===== src/rtl/dbg_core_agent_if.sv =====
// Hub/core-facing signal bundle for the debug core agent.
// Latency: none, wires only.
// Backpressure: bp_valid/bp_ready and trace_valid/trace_ready handshakes.
interface dbg_core_agent_if #(
  parameter int TRACE_W = 128
);
  // run control
  logic               halt_req;
  logic               run_req;
  logic               step_req;
  logic               halt_ack;
  logic               step_ack;
  // breakpoint programming
  logic               bp_valid;
  logic               bp_ready;
  logic               bp_write;
  logic [7:0]         bp_index;
  logic [31:0]        bp_addr;
  logic [3:0]         bp_kind;
  logic               bp_enable;
  // trace output
  logic               trace_valid;
  logic               trace_ready;
  logic [TRACE_W-1:0] trace_data;
  // core side
  logic               core_hold;
  logic               core_quiesced;
  logic               retire_valid;
  logic [31:0]        retire_pc;
  logic               mem_valid;
  logic               mem_write;
  logic [31:0]        mem_addr;

  modport master (
    output halt_req, run_req, step_req,
    output bp_valid, bp_write, bp_index, bp_addr, bp_kind, bp_enable,
    output trace_ready,
    output core_quiesced, retire_valid, retire_pc, mem_valid, mem_write, mem_addr,
    input  halt_ack, step_ack, bp_ready, trace_valid, trace_data, core_hold
  );

  modport slave (
    input  halt_req, run_req, step_req,
    input  bp_valid, bp_write, bp_index, bp_addr, bp_kind, bp_enable,
    input  trace_ready,
    input  core_quiesced, retire_valid, retire_pc, mem_valid, mem_write, mem_addr,
    output halt_ack, step_ack, bp_ready, trace_valid, trace_data, core_hold
  );
endinterface


===== src/rtl/dbg_core_agent.sv =====
// Core-side debug responder: halt/run/step FSM, breakpoint/watchpoint table, halt trace records.
// Latency: all outputs registered; core_hold rises one cycle after halt_req or a hit in RUN.
// Backpressure: bp always ready; one-entry trace buffer, records dropped with sticky overflow when full.
module dbg_core_agent #(
  parameter int BP_COUNT     = 4,
  parameter int TRACE_W      = 128,
  parameter int RESET_HALTED = 0
) (
  input logic          clk,
  input logic          rst,
  dbg_core_agent_if.slave dbg
);

  typedef enum logic [1:0] {S_RUN, S_HALT_PEND, S_HALTED, S_STEP} state_t;

  localparam state_t RST_STATE = (RESET_HALTED != 0) ? S_HALT_PEND : S_RUN;
  localparam logic   RST_HOLD  = (RESET_HALTED != 0);

  state_t state_q, state_nxt;

  // breakpoint table; kind keeps only the exec/load/store bits
  logic [31:0] bp_addr_q [BP_COUNT];
  logic [2:0]  bp_kind_q [BP_COUNT];
  logic        bp_en_q   [BP_COUNT];

  logic               halt_ack_q, step_ack_q, core_hold_q, trace_valid_q, ovf_q;
  logic [TRACE_W-1:0] trace_q;
  logic [3:0]         cause_q, idx_q;
  logic [31:0]        last_pc_q, cyc_q;

  logic               halt_ack_nxt, step_ack_nxt, core_hold_nxt, trace_valid_nxt, ovf_nxt;
  logic [TRACE_W-1:0] trace_nxt;
  logic [3:0]         cause_nxt, idx_nxt;

  logic       bp_hit;
  logic [3:0] bp_hit_idx;
  logic       bp_wr;
  logic       unused_kind_rsvd;

  assign bp_wr            = dbg.bp_valid && dbg.bp_write;
  assign unused_kind_rsvd = dbg.bp_kind[3];

  assign dbg.bp_ready    = 1'b1;
  assign dbg.halt_ack    = halt_ack_q;
  assign dbg.step_ack    = step_ack_q;
  assign dbg.core_hold   = core_hold_q;
  assign dbg.trace_valid = trace_valid_q;
  assign dbg.trace_data  = trace_q;

  // match every enabled slot against this cycle's retire and data access; lowest index wins
  always_comb begin
    bp_hit     = 1'b0;
    bp_hit_idx = '0;
    for (int i = BP_COUNT - 1; i >= 0; i--) begin
      if (bp_en_q[i] &&
          ((bp_kind_q[i][0] && dbg.retire_valid && dbg.retire_pc == bp_addr_q[i]) ||
           (dbg.mem_valid && dbg.mem_addr == bp_addr_q[i] &&
            (dbg.mem_write ? bp_kind_q[i][2] : bp_kind_q[i][1])))) begin
        bp_hit     = 1'b1;
        bp_hit_idx = 4'(i);
      end
    end
  end

  // slot programming; out-of-range indices are accepted and ignored
  always_ff @(posedge clk) begin
    for (int i = 0; i < BP_COUNT; i++) begin
      if (rst) begin
        bp_addr_q[i] <= '0;
        bp_kind_q[i] <= '0;
        bp_en_q[i]   <= 1'b0;
      end else if (bp_wr && dbg.bp_index == 8'(i)) begin
        bp_addr_q[i] <= dbg.bp_addr;
        bp_kind_q[i] <= dbg.bp_kind[2:0];
        bp_en_q[i]   <= dbg.bp_enable;
      end
    end
  end

  // free-running cycle counter and last retired PC for trace records
  always_ff @(posedge clk) begin
    if (rst) begin
      cyc_q     <= '0;
      last_pc_q <= '0;
    end else begin
      cyc_q <= cyc_q + 32'd1;
      if (dbg.retire_valid) last_pc_q <= dbg.retire_pc;
    end
  end

  // state register
  always_ff @(posedge clk) begin
    if (rst) state_q <= RST_STATE;
    else     state_q <= state_nxt;
  end

  // next-state: breakpoints only count in RUN; step beats run in HALTED
  always_comb begin
    state_nxt = state_q;
    case (state_q)
      S_RUN:       if (bp_hit || dbg.halt_req) state_nxt = S_HALT_PEND;
      S_HALT_PEND: if (dbg.core_quiesced) state_nxt = S_HALTED;
      S_HALTED: begin
        if (dbg.step_req)                        state_nxt = S_STEP;
        else if (dbg.run_req && !dbg.halt_req)   state_nxt = S_RUN;
      end
      S_STEP:      if (dbg.retire_valid) state_nxt = S_HALT_PEND;
      default:     state_nxt = S_RUN;
    endcase
  end

  // output next values: hold/ack follow the next state, trace captured on halt entry
  always_comb begin
    core_hold_nxt   = (state_nxt == S_HALT_PEND) || (state_nxt == S_HALTED);
    halt_ack_nxt    = (state_nxt == S_HALTED);
    step_ack_nxt    = (state_q == S_STEP) && dbg.retire_valid;
    cause_nxt       = cause_q;
    idx_nxt         = idx_q;
    trace_valid_nxt = trace_valid_q && !dbg.trace_ready;
    trace_nxt       = trace_q;
    ovf_nxt         = ovf_q;

    if (state_q == S_RUN && state_nxt == S_HALT_PEND) begin
      cause_nxt = bp_hit ? 4'd2 : 4'd1;
      idx_nxt   = bp_hit ? bp_hit_idx : 4'd0;
    end else if (step_ack_nxt) begin
      cause_nxt = 4'd3;
      idx_nxt   = 4'd0;
    end

    if (state_q == S_HALT_PEND && dbg.core_quiesced) begin
      if (trace_valid_nxt) begin
        ovf_nxt = 1'b1;
      end else begin
        trace_valid_nxt  = 1'b1;
        trace_nxt        = '0;
        trace_nxt[31:0]  = last_pc_q;
        trace_nxt[35:32] = cause_q;
        trace_nxt[39:36] = idx_q;
        trace_nxt[40]    = ovf_q;
        trace_nxt[95:64] = cyc_q;
        ovf_nxt          = 1'b0;
      end
    end
  end

  // output and trace registers
  always_ff @(posedge clk) begin
    if (rst) begin
      core_hold_q   <= RST_HOLD;
      halt_ack_q    <= 1'b0;
      step_ack_q    <= 1'b0;
      cause_q       <= 4'd1;
      idx_q         <= '0;
      trace_valid_q <= 1'b0;
      trace_q       <= '0;
      ovf_q         <= 1'b0;
    end else begin
      core_hold_q   <= core_hold_nxt;
      halt_ack_q    <= halt_ack_nxt;
      step_ack_q    <= step_ack_nxt;
      cause_q       <= cause_nxt;
      idx_q         <= idx_nxt;
      trace_valid_q <= trace_valid_nxt;
      trace_q       <= trace_nxt;
      ovf_q         <= ovf_nxt;
    end
  end

endmodule


===== src/flat_wrapper.sv =====
// flat-port wrapper written by rule: the top's interface ports become plain ports
module dbg_core_agent_flat 
#(
  parameter int BP_COUNT     = 4,
  parameter int TRACE_W      = 128,
  parameter int RESET_HALTED = 0
)
  (clk, rst, dbg_halt_req, dbg_run_req, dbg_step_req, dbg_bp_valid, dbg_bp_write, dbg_bp_index, dbg_bp_addr, dbg_bp_kind, dbg_bp_enable, dbg_trace_ready, dbg_core_quiesced, dbg_retire_valid, dbg_retire_pc, dbg_mem_valid, dbg_mem_write, dbg_mem_addr, dbg_halt_ack, dbg_step_ack, dbg_bp_ready, dbg_trace_valid, dbg_trace_data, dbg_core_hold);
  dbg_core_agent_if #(.TRACE_W(TRACE_W)) dbg_i ();
  input logic clk;
  input logic rst;
  input wire logic [$bits(dbg_i.halt_req)-1:0] dbg_halt_req;
  input wire logic [$bits(dbg_i.run_req)-1:0] dbg_run_req;
  input wire logic [$bits(dbg_i.step_req)-1:0] dbg_step_req;
  input wire logic [$bits(dbg_i.bp_valid)-1:0] dbg_bp_valid;
  input wire logic [$bits(dbg_i.bp_write)-1:0] dbg_bp_write;
  input wire logic [$bits(dbg_i.bp_index)-1:0] dbg_bp_index;
  input wire logic [$bits(dbg_i.bp_addr)-1:0] dbg_bp_addr;
  input wire logic [$bits(dbg_i.bp_kind)-1:0] dbg_bp_kind;
  input wire logic [$bits(dbg_i.bp_enable)-1:0] dbg_bp_enable;
  input wire logic [$bits(dbg_i.trace_ready)-1:0] dbg_trace_ready;
  input wire logic [$bits(dbg_i.core_quiesced)-1:0] dbg_core_quiesced;
  input wire logic [$bits(dbg_i.retire_valid)-1:0] dbg_retire_valid;
  input wire logic [$bits(dbg_i.retire_pc)-1:0] dbg_retire_pc;
  input wire logic [$bits(dbg_i.mem_valid)-1:0] dbg_mem_valid;
  input wire logic [$bits(dbg_i.mem_write)-1:0] dbg_mem_write;
  input wire logic [$bits(dbg_i.mem_addr)-1:0] dbg_mem_addr;
  output wire logic [$bits(dbg_i.halt_ack)-1:0] dbg_halt_ack;
  output wire logic [$bits(dbg_i.step_ack)-1:0] dbg_step_ack;
  output wire logic [$bits(dbg_i.bp_ready)-1:0] dbg_bp_ready;
  output wire logic [$bits(dbg_i.trace_valid)-1:0] dbg_trace_valid;
  output wire logic [$bits(dbg_i.trace_data)-1:0] dbg_trace_data;
  output wire logic [$bits(dbg_i.core_hold)-1:0] dbg_core_hold;
  assign dbg_i.halt_req = dbg_halt_req;
  assign dbg_i.run_req = dbg_run_req;
  assign dbg_i.step_req = dbg_step_req;
  assign dbg_i.bp_valid = dbg_bp_valid;
  assign dbg_i.bp_write = dbg_bp_write;
  assign dbg_i.bp_index = dbg_bp_index;
  assign dbg_i.bp_addr = dbg_bp_addr;
  assign dbg_i.bp_kind = dbg_bp_kind;
  assign dbg_i.bp_enable = dbg_bp_enable;
  assign dbg_i.trace_ready = dbg_trace_ready;
  assign dbg_i.core_quiesced = dbg_core_quiesced;
  assign dbg_i.retire_valid = dbg_retire_valid;
  assign dbg_i.retire_pc = dbg_retire_pc;
  assign dbg_i.mem_valid = dbg_mem_valid;
  assign dbg_i.mem_write = dbg_mem_write;
  assign dbg_i.mem_addr = dbg_mem_addr;
  assign dbg_halt_ack = dbg_i.halt_ack;
  assign dbg_step_ack = dbg_i.step_ack;
  assign dbg_bp_ready = dbg_i.bp_ready;
  assign dbg_trace_valid = dbg_i.trace_valid;
  assign dbg_trace_data = dbg_i.trace_data;
  assign dbg_core_hold = dbg_i.core_hold;
  dbg_core_agent #(.BP_COUNT(BP_COUNT), .TRACE_W(TRACE_W), .RESET_HALTED(RESET_HALTED)) u_core (.clk(clk), .rst(rst), .dbg(dbg_i));
endmodule

===== config.mk =====
export PLATFORM = sky130hd
export DESIGN_NAME = dbg_core_agent_flat
export DESIGN_NICKNAME = d
export VERILOG_FILES = /design/src/rtl/dbg_core_agent_if.sv /design/src/rtl/dbg_core_agent.sv /design/src/flat_wrapper.sv
export SDC_FILE = /design/constraint.sdc
export NUM_CORES = 1
export LEC_CHECK = 0
export CAP_MARGIN = 20
export CORE_UTILIZATION = 53
export DETAILED_ROUTE_END_ITERATION = 12
export GPL_TIMING_DRIVEN = 1
export PLACE_DENSITY = 0.8
export RECOVER_POWER = 100
export REMOVE_ABC_BUFFERS = 1
export SYNTH_ARGS = -nofsm -noshare
export SYNTH_HDL_FRONTEND = slang
export SYNTH_SLANG_ARGS = --single-unit

===== constraint.sdc =====
create_clock -name clk -period 3.78 [get_ports clk]
set_clock_uncertainty 0.2 [all_clocks]
set_input_delay 0.567 -clock clk [delete_from_list [all_inputs] [get_ports clk]]
set_output_delay 0.567 -clock clk [all_outputs]
set_load 0.02 [all_outputs]

== Yosys cells after proc, flatten, opt, wreduce, memory -nomap -nowiden ==
Memory sizes are Yosys's and may differ from the RTL's.
Cells that the tools add are included.

* Add/subtract/negate cells: 1
* Eq/ne operators: 16
* Muxes and demuxes: 52
* Bitwise gates (word level): 13
* Reduce and logical (&&, ||, !) cells: 42

{| class="wikitable"
|+ Operators by type and width
! operator !! count
|-
| == test 32 bit || 8
|-
| two-way mux 32 bit || 4
|-
| adder 32 x 1 -> 32 bit, second input constant || 1
|-
| logical AND 1 bit || 30
|-
| two-way mux 1 bit || 28
|-
| two-way mux 2 bit || 11
|-
| == test 8 x 2 -> 1 bit, second input constant || 2
|-
| two-way mux 4 bit || 4
|-
| two-way mux 3 bit || 4
|-
| OR 1 bit || 12
|-
| == test 8 x 1 -> 1 bit, second input constant || 1
|-
| logical NOT 8 bit || 1
|-
| one-hot mux 2 bit (4 select lines) || 1
|-
| == test 2 bit, second input constant || 3
|-
| logical OR 1 bit || 6
|-
| == test 2 x 1 -> 1 bit, second input constant || 2
|-
| logical NOT 1 bit || 2
|-
| logical NOT 2 bit || 1
|-
| AND reduction 2 bit || 1
|-
| nonzero test 2 bit || 1
|-
| inverter 1 bit || 1
|}

* Register bits: 152
* RAM bits: 144
* Input port bits: 121
* Output and inout port bits: 133
* Logic and storage cells: 138
* Memories kept: 3

{| class="wikitable"
|+ Memories
! memory !! words !! bits a word !! rd ports !! clocked after Yosys merged registers in !! write ports !! line !! text
|-
| u_core.bp_addr_q || 4 || 32 || 4 || 0 || 4 || dbg_core_agent.sv:22 || <nowiki>logic [31:0] bp_addr_q [BP_COUNT];</nowiki>
|-
| u_core.bp_kind_q || 4 || 3 || 4 || 0 || 4 || dbg_core_agent.sv:23 || <nowiki>logic [2:0] bp_kind_q [BP_COUNT];</nowiki>
|-
| u_core.bp_en_q || 4 || 1 || 4 || 0 || 4 || dbg_core_agent.sv:24 || <nowiki>logic bp_en_q [BP_COUNT];</nowiki>
|}

== Depth between registers and ports, before layout ==
An unclocked memory read counts as a cell.

* Depth after elaboration: 16
* Gate-level depth with buffers: 14
* Mapped depth without buffers: 13

== Worst setup path before layout ==
OpenSTA, ideal clock, no wires.

* Path kind: input-to-reg
* Start: input dbg_bp_index[5]
* End: memory u_core.bp_addr_q[0][0] (enable)
* Setup time: 0.437 ns
* Data arrival time: 2.917 ns
* Data required time: 3.143 ns
* Path slack: 0.226 ns
* Stages on the path: 4
* Path buffers: 0
* Path through: nor4_1 -> nand4_1 -> or2_1 -> o21bai_1

{| class="wikitable"
|+ RTL lines
! element !! line !! text
|-
| start: declaration || flat_wrapper.sv:17 || <nowiki>input wire logic [$bits(dbg_i.bp_index)-1:0] dbg_bp_index;</nowiki>
|-
| end: declaration || dbg_core_agent.sv:22 ||
|}

== Final worst setup path ==
* Start: input dbg_mem_addr[11]
* End: register u_core.cause_q[0]

* Longest elaborated chain between the ends: 15
* Elaborated cells between the ends (all ways): 32
* Those cells by class: 5 x eq/ne; 8 x mux; 19 x reduce/logical

{| class="wikitable"
|+ RTL lines
! element !! line !! text
|-
| start: declaration || flat_wrapper.sv:27 || <nowiki>input wire logic [$bits(dbg_i.mem_addr)-1:0] dbg_mem_addr;</nowiki>
|-
| == test 32 bit || dbg_core_agent.sv:57 || <nowiki>(dbg.mem_valid && dbg.mem_addr == bp_addr_q[i] &&</nowiki>
|-
| logical AND 1 bit (2 in series) || dbg_core_agent.sv:57 ||
|-
| logical OR 1 bit || dbg_core_agent.sv:56 || <nowiki>((bp_kind_q[i][0] && dbg.retire_valid && dbg.retire_pc == bp_addr_q[i]) ||</nowiki>
|-
| logical AND 1 bit || dbg_core_agent.sv:55 || <nowiki>if (bp_en_q[i] &&</nowiki>
|-
| two-way mux 1 bit (3 in series) || dbg_core_agent.sv:55 ||
|-
| two-way mux 1 bit (*) || dbg_core_agent.sv:55 ||
|-
| logical OR 1 bit (*) || dbg_core_agent.sv:101 || <nowiki>S_RUN: if (bp_hit || dbg.halt_req) state_nxt = S_HALT_PEND;</nowiki>
|-
| two-way mux 2 bit (*) || dbg_core_agent.sv:101 ||
|-
| one-hot mux 2 bit (4 select lines) (*) || dbg_core_agent.sv:100 || <nowiki>case (state_q)</nowiki>
|-
| named net u_core.state_nxt[0] || dbg_core_agent.sv:19 || <nowiki>state_t state_q, state_nxt;</nowiki>
|-
| == test 2 x 1 -> 1 bit (*) || dbg_core_agent.sv:123 || <nowiki>if (state_q == S_RUN && state_nxt == S_HALT_PEND) begin</nowiki>
|-
| logical AND 1 bit (*) || dbg_core_agent.sv:123 ||
|-
| two-way mux 4 bit / nonzero test 2 bit (equally long branches) || -- ||
|-
| end signal: assignment || dbg_core_agent.sv:162 || <nowiki>cause_q <= cause_nxt;</nowiki>
|-
| end: declaration || dbg_core_agent.sv:28 || <nowiki>logic [3:0] cause_q, idx_q;</nowiki>
|}

Mark *: on every way through the listed nets, which the timed path passes. The rest lies on a longest branch.
A chain may end at the register's enable or synchronous reset.

==> tab_implementation.tex <==
\begin{tabular}{lr}
\hline
Metric & Value \\
\hline
\multicolumn{2}{l}{\textbf{Outcome}} \\
Result of the run & finished with violations \\
Violated checks & capacitance limit, slew limit \\
\multicolumn{2}{l}{\textbf{Clock tree}} \\
Count of buffers added by post-CTS timing repair for setup & 0 \\
CTS H-tree depth & 1 \\
CTS resizes & 0 \\
CTS Root Buffer Type & clkbuf\_16 \\
Number of buffers added by the clock tree synthesis step & 31 \\
Clock latency at the later pin of the worst-skew pair & 0.57 ns \\
Number of buffers added to fix hold violations after cts & 0 \\
Clock tree from TritonCTS & built \\
Number of clock sinks & 288 \\
Clock slew at the register clock pins of the worst setup and hold paths & 0.06 ns \\
Maximum number of buffers from clock root to sink & 3 \\
\multicolumn{2}{l}{\textbf{Global routing}} \\
Antenna violations before repair & 0 \\
Global-route wire length before repair & 59.44 mm \\
GRT Residual Overflow & 0 \\
Gr usage total & 0.2975 \\
Maximum number of pins on one net before global-route repair & 59 \\
Vias in the first global route & 10.19k \\
\multicolumn{2}{l}{\textbf{Worst setup path}} \\
Critical Path Source Type & input port \\
Reg-to-reg critical path startpoint & u\_core.bp\_addr\_q[0][4]\$\_SDFFCE\_PN0P\_ \\
Worst reg2reg path depth & 13 \\
Largest fanout on the critical path & 3 \\
Worst Setup Path Type & input port to flop \\
Critical Path End Type & flop \\
Capture instance of the worst register-to-register path & u\_core.cause\_q[0]\$\_SDFFE\_PP1P\_ \\
Worst setup slack for register-to-register paths & 0.54 ns \\
Data arrival time of the worst path & 3.66 ns \\
Biggest cell delay along the critical path & 0.62 ns \\
Ordered cell list for the critical path & dlygate4sd3\_1 -> xor2\_1 -> nor4\_1 -> buf\_4 -> nand3\_1 -> or4\_4 -> nand4\_2 -> nor3\_1 -> nor3\_1 -> ha\_1 -> nand2b\_1 -> a21oi\_1 -> nor2\_1 -> or3\_1 \\
Cell repeated most along the worst path & nor3\_1 \\
Worst endpoint required time & 4.03 ns \\
Standard cell with the maximum stage delay on the critical path & dlygate4sd3\_1 \\
\multicolumn{2}{l}{\textbf{Synthesis}} \\
Ys flop type & edfxtp\_1 \\
Count of state elements after synthesis & 288 \\
Total of warnings raised by yosys & 0 \\
Mapped Area & 14110 µm² \\
Number of synthesized flops with an enable pin & 144 \\
Post-Syn Area per Cell & 10.09 µm² \\
Share of synthesized area occupied by flip-flops and latches & 0.5108 \\
Count of cell types in the netlist & 38 \\
Post-synth top area cell & edfxtp\_1 \\
Top-area cell type share of the netlist area & 0.3065 \\
Synthesized instance count & 1398 \\
Fraction of registers with async set or reset after synthesis & 0 \\
Main area contributors after synthesis & edfxtp\_1 (31\%), dfxtp\_1 (20\%), xnor2\_1 (10\%) \\
\multicolumn{2}{l}{\textbf{Finish}} \\
Utilization of the core after routing & 0.6784 \\
Number of antenna cells inserted & 0 \\
Post-route non-filler standard cell count & 1992 \\
Share of post-route cells with drive strength above 1 & 0.09596 \\
Post-synthesis to final-layout area growth & 25.31\% \\
Count of nets after finishing & 1758 \\
\multicolumn{2}{l}{\textbf{Min path}} \\
Number of stages on the worst hold path & 2 \\
Worst-case hold path end point & u\_core.dbg.trace\_data[26]\$\_SDFFE\_PP0P\_ \\
Worst hold-check path type & flop to flop \\
Hold wc startpoint & u\_core.last\_pc\_q[26]\$\_SDFFE\_PP0P\_ \\
\multicolumn{2}{l}{\textbf{Routing}} \\
Routed WL per cell & 20.36 µm \\
Via count & 10.69k \\
Mean number of vias per cell & 5.368 \\
Number of detailed-routing iterations run before antenna repair & 5 \\
Residual antenna-violating net count after detailed routing & 0 \\
Post-route DRC violation count & 0 \\
Post-detailed-routing wire length & 40.56 mm \\
Initial DRC count & 989 \\
\multicolumn{2}{l}{\textbf{Floorplan}} \\
Die width & 165.2 µm \\
Starting Density & 0.5414 \\
IO Count & 254 \\
Die area & 27280 µm² \\
Die Ht & 165.2 µm \\
Core box area & 26060 µm² \\
Floorplan row count & 59 \\
\multicolumn{2}{l}{\textbf{STA}} \\
Setup repair after global routing missed its margin & false \\
Post-route setup slack & 0.3670 ns \\
Final period demand of the worst path & 3.413 ns \\
Highest Clock Rate & 293.0 MHz \\
Number of failing hold endpoints at the final stage & 0 \\
Worst slew pin tran & 2.496 ns \\
Final sum of negative setup slack & 0 ns \\
Part of the cycle the worst path needs & 0.9029 \\
Final Max Slew Viols & 59 \\
Setup violation total in the final timing report & 0 \\
Worst rel slew slack & -0.6638 \\
\multicolumn{2}{l}{\textbf{Placed design}} \\
Last weighted congestion value of the routability-driven placer & 0.9491 \\
Buffers added on ports & 192 \\
Pre-CTS setup slack & -0.09131 ns \\
Post-Place Cells & 1936 \\
Hpwl dp & 29.91 mm \\
\multicolumn{2}{l}{\textbf{Run}} \\
Max-cap violations & 1 \\
\multicolumn{2}{l}{\textbf{Power}} \\
Leakage power figure & 0.006647 µW \\
Power per cell area & 424.8 nW/µm² \\
IR drop worst, VDD & 434.1 µV \\
\hline
\end{tabular}
## power breakdown
part	switching, µW	leakage (µW)	total (µW)	internal, µW
logic	544	0.00360	947	403
clock network	1260	0.000513	3070	1800
registers	97.9	0.00254	3500	3400
total	1900	0.00665	7510	5610
## synth_stat cells, types with 3 or more instances
| library cell | number |
|---|---|
| xor2_1 | 114 |
| xnor2_1 | 163 |
| nand4_1 | 55 |
| nand2_1 | 163 |
| or3_1 | 11 |
| o21ai_0 | 8 |
| nand2b_1 | 4 |
| nor2b_1 | 5 |
| a21oi_1 | 80 |
| ha_1 | 3 |
| nor3_1 | 14 |
| and2_1 | 145 |
| buf_1 | 8 |
| nand3_1 | 21 |
| edfxtp_1 | 144 |
| clkbuf_1 | 75 |
| o21bai_1 | 4 |
| dfxtp_1 | 144 |
| nor4_1 | 30 |
| nor2_1 | 81 |
| buf_4 | 60 |
| and3_1 | 5 |
| inv_1 | 7 |
| mux2i_1 | 35 |
## final cells by class
cell class	count	area, µm²
Fill cell	2003	8379
Timing Repair Buffer	290	2649
Clock buffer	43	902.1
Clock inverter	13	133.9
Inverter	7	26.28
Multi-Input combinational cell	1016	6342
Tap cell	335	419.2
Sequential cell	288	7207
## logic make-up after synthesis
kind of cell | Yosys count | synth area share
and+or+nand+nor | 542 | 0.1960
DFF | 288 | 0.5108
xor gates and xnor gates | 277 | 0.1720
buffers and inverters | 152 | 0.05658
AOI/OAI and AO/OA | 99 | 0.03663
muxes | 35 | 0.02483
adders and majority gates | 3 | 0.002661
other | 2 | 0.0005323
## layout by cell type (no fill, tap or decap), types with 4 or more instances in the layout
cell	count
clkdlybuf4s50_1	116
edfxtp_1	144
nand4_1	55
nor3_1	13
nor4_1	30
buf_4	89
clkbuf_8	6
clkbuf_2	4
nand2b_1	4
and2_1	92
xnor2_1	163
mux2i_1	35
xor2_1	114
or3_1	11
clkbuf_4	4
nor2_1	81
clkbuf_1	6
nand2_1	163
nand3_1	21
and3_1	4
nor2b_1	5
o21bai_2	4
conb_1	60
dfxtp_1	144
o21ai_0	8
a21oi_1	80
clkbuf_16	32
dlygate4sd3_1	74
inv_1	7
and2_0	53
## state kept, by name (all words and copies together) (netlist names), 2 cells and up
name	count
u_core.bp_addr_q	128
u_core.dbg.trace_data	69
u_core.cyc_q	32
u_core.last_pc_q	32
u_core.bp_kind_q	12
u_core.bp_en_q	4
u_core.cause_q	2
u_core.idx_q	2
u_core.state_q	2
## how the worst max path moves through the flow
stage | start | endpoint | slack, ns | cells past startpoint
floorplan | dbg_bp_index[5] | u_core.bp_addr_q[0][0]$_SDFFCE_PN0P_ | 0.23 | 4
global placement | dbg_mem_addr[19] | u_core.cause_q[0]$_SDFFE_PP1P_ | -0.06 | 14
detailed placement | dbg_mem_addr[11] | u_core.cause_q[0]$_SDFFE_PP1P_ | -0.09 | 14
CTS | dbg_mem_addr[11] | u_core.cause_q[0]$_SDFFE_PP1P_ | 0.49 | 14
global route | dbg_mem_addr[11] | u_core.idx_q[1]$_SDFFE_PP0P_ | 0.15 | 15
finish | dbg_mem_addr[11] | u_core.cause_q[0]$_SDFFE_PP1P_ | 0.37 | 14
## layer usage
layer / GRT usage / vias up / part of all wire / wire (µm)
met5: 0 / - / 0 / 0
met4: 0.1063 / 0 / 0.038 / 1543
met3: 0.05295 / 80 / 0.077 / 3138
met2: 0.4990 / 455 / 0.48 / 19340
met1: 0.3843 / 5114 / 0.41 / 16540
li1: - / 5044 / - / -
## metrics by stage
| stage | power, µW | cell area (µm²) | hold WS (ns) |
|---|---|---|---|
| 6_report | 7510 | 17680 | 0.2440 |
| 5_1_grt | 7737 | 17680 | 0.2665 |
| 4_1_cts | 7535 | 17700 | 0.2474 |
| 3_5_place_dp | 4499 | 16660 | 0.2431 |
| 3_3_place_gp | 4484 | 16660 | 0.2360 |
| 2_1_floorplan | 3961 | 13550 | 0.2251 |
## critical path, delay by kind of cell
| family | cells | cell delay, ns |
|---|---|---|
| AOI/OAI and AO/OA | 1 | 0.13 |
| buffers and inverters | 2 | 0.80 |
| and+or+nand+nor | 9 | 1.78 |
| xor gates and xnor gates | 1 | 0.19 |
| adders and majority gates | 1 | 0.19 |
Power figures use the tool's default switching activity.
==> variant (same flow settings) <==
The 4 states of `state_t` get a one-hot encoding in 4 bits.
--- a/src/rtl/dbg_core_agent.sv
+++ b/src/rtl/dbg_core_agent.sv
@@ -13,3 +13,3 @@
 
-  typedef enum logic [1:0] {S_RUN, S_HALT_PEND, S_HALTED, S_STEP} state_t;
+  typedef enum logic [3:0] {S_RUN = 4'b0001, S_HALT_PEND = 4'b0010, S_HALTED = 4'b0100, S_STEP = 4'b1000} state_t;
 
Check against the original RTL: no difference found for any inputs over 4 cycles, from zero or initial values and one cycle with rst high; so few cycles prove little.
==> variant against the original RTL <==
- the run still ends with max-capacitance violations, max-slew violations left
- sequential cell count is 2 higher
- synthesized area is 2.1% higher
- worst setup slack better by 0.11 ns
- cell area is 2.4% lower
- fmax is 3.3% higher
- power is 4.6% lower
- wire length is 2.3% lower
- worst hold slack worse by 0.18 ns
==> variant: results (changes against the original RTL) <==
| Metric | Value |
|---|---|
| Worst Path Arrival | 3.55 ns (-0.11 ns) |
| Non-clk invs | 14 (+7) |
| Clock buf count | 44 (+2.3%) |
| Number of multi-input logic gates | 1,033 (+1.7%) |
| Rel. slew slack | -94.9% (-29 points) |
| Failing checks | max-capacitance violations, max-slew violations |
| Clk_lat worst skew | 0.56 ns |
| Largest register FFs | 128 (unchanged) |
| Clk tree area frac | 5.60% (-0.26 points) |
| CP Max Fanout | 6 (+3) |
| P_leak | 6.43 nW (-3.2%) |
| Post-synthesis mux area share | 2.58% (+0.096 points) |
| Data buffer area share | 12.0% (-3.0 points) |
| CP max stage delay | 0.72 ns (+0.10 ns) |
| CP max-delay cell | dlygate4sd3_1 |
| Vias | 10,600 (-0.73%) |
| Top_reg_cell synth | dfxtp_1 |
| Worst ir drop on vdd | 0.000345 V (-21%) |
| Yosys cell types | 49 (+29%) |
| Dpl hpwl | 28.8 mm (-3.7%) |
| Largest register by flop count | u_core.bp_addr_q |
| Routed WL per cell | 20.4 um (+0.25%) |
| Num CTS Buffers | 31 (unchanged) |
| First DRT Iteration DRCs | 977 (-1.2%) |
| Fin cells | 1,942 (-2.5%) |
| Non-clock buffers | 212 (-27%) |
| FILL cells | 2,094 (+4.5%) |
| RR Startpoint | u_core.bp_addr_q[0][41] |
| Post-place setup slack | 0.357 ns (+0.448 ns) |
| Area fraction in compound gates after synthesis | 4.12% (+0.45 points) |
| Sequential element share of the synthesized area | 50.3% (-0.79 points) |
| Hold Path Class | in -> reg |
| Adder-Cell Fraction of Synth Area | 0.0868% (-0.18 points) |
| Multi-input logic area | 0.00651 mm2 (+2.6%) |
| Critical path's top delay family | buffers and inverters |
| Largest net degree at the start of global routing | 143 (+140%) |
| Post-synth EDFFs | 144 (unchanged) |
| Post-CTS Setup Bufs | 0 (unchanged) |
| Max_cap viols | 3 (+2) |
| Slew Viols, Final | 217 (+270%) |
| CP startpoint | dbg_mem_addr[22] |
| H-tree depth | 1 (unchanged) |
| Synth Area in XOR/XNOR | 17.1% (-0.12 points) |
| Register area | 0.00725 mm2 (+0.56%) |
| Syn Area/Cell | 10.1 um2 (+0.55%) |
| RePlAce Congestion | 0.987 (+3.9%) |
| Fin nets | 1,704 (-3.1%) |
| Top post-synthesis cells by count | 176 x xor2_1, 165 x nand2_1, 146 x dfxtp_1 |
| Tot GR Track Use | 28.3% (-1.4 points) |
| Number of synthesized register bits | 290 (+0.69%) |
| Vias in the first global route | 10,200 (+0.50%) |
| Initial antenna violation count | 1 (+1) |
| Largest cells by area after synthesis | edfxtp_1 30%, dfxtp_1 20%, xor2_1 11%, xnor2_1 6.4%, and2_1 6.3% |
| Layout cell share with drive strength beyond 1 | 5.16% (-4.4 points) |
| First-pass GRT wire length | 59.6 mm (+0.32%) |
| Outcome | complete, but fails checks |
| Hold path start | rst |
==> variant: cell count changes after synthesis, sizes merged, moves of 4 or more <==
| cell | change |
|---|---|
| or3 | -7 |
| and3 | +6 |
| nand4 | -23 |
| buf | +34 |
| clkbuf | -38 |
| xnor2 | -58 |
| nand3 | +4 |
| nor2 | +4 |
| inv | +7 |
| nor4 | +19 |
| xor2 | +62 |
==> variant: path summary, 6_finish.rpt <==
path                                                 end  slack [ns]  depth (start not counted)
worst max-delay path                     u_core.idx_q[0]        0.48                         10
worst max register to register         u_core.cause_q[1]        0.73                          8
worst min register to register  u_core.dbg.trace_data[0]        0.25                          2
worst min-delay path                     u_core.cyc_q[4]        0.07                          2
==> variant: routing by layer <==
layer,vias up,global-route usage (%),wire (um)
met5,-,0,11
met4,2,11.1,1580
met3,89,4.90,3310
met2,487,46.6,18900
met1,5076,37.2,15900
li1,4961,-,-
==> variant: power by group <==
group          switching [mW]  leakage (nW)  internal, mW  total (mW)
Clock                    1.23         0.478          1.66        2.89
Combinational           0.468          3.40         0.307       0.775
Sequential             0.0900          2.55          3.41        3.50
Total                    1.79          6.43          5.38        7.16
==> variant: logic make-up (layout without fill, tap and decap cells) <==
| group | count (synthesis) | in the layout |
|---|---|---|
| adders and majority gates | 1 | 1 |
| muxes | 37 | 37 |
| AOI/OAI and AO/OA | 106 | 106 |
| DFF | 290 | 290 |
| and+or+nand+nor | 548 | 548 |
| xor gates and xnor gates | 281 | 281 |
| other | 2 | 60 |
| buffers and inverters | 155 | 284 |
==> variant: stage by stage <==
step | area, um2 | total power, mW | hold WS (ns)
detailed placement | 16400 | 4.33 | 0.241
CTS | 17300 | 7.18 | 0.0690
global route | 17300 | 7.37 | 0.0673
finish | 17300 | 7.16 | 0.0651
global placement | 16400 | 4.31 | 0.238
floorplan | 13800 | 3.90 | 0.221
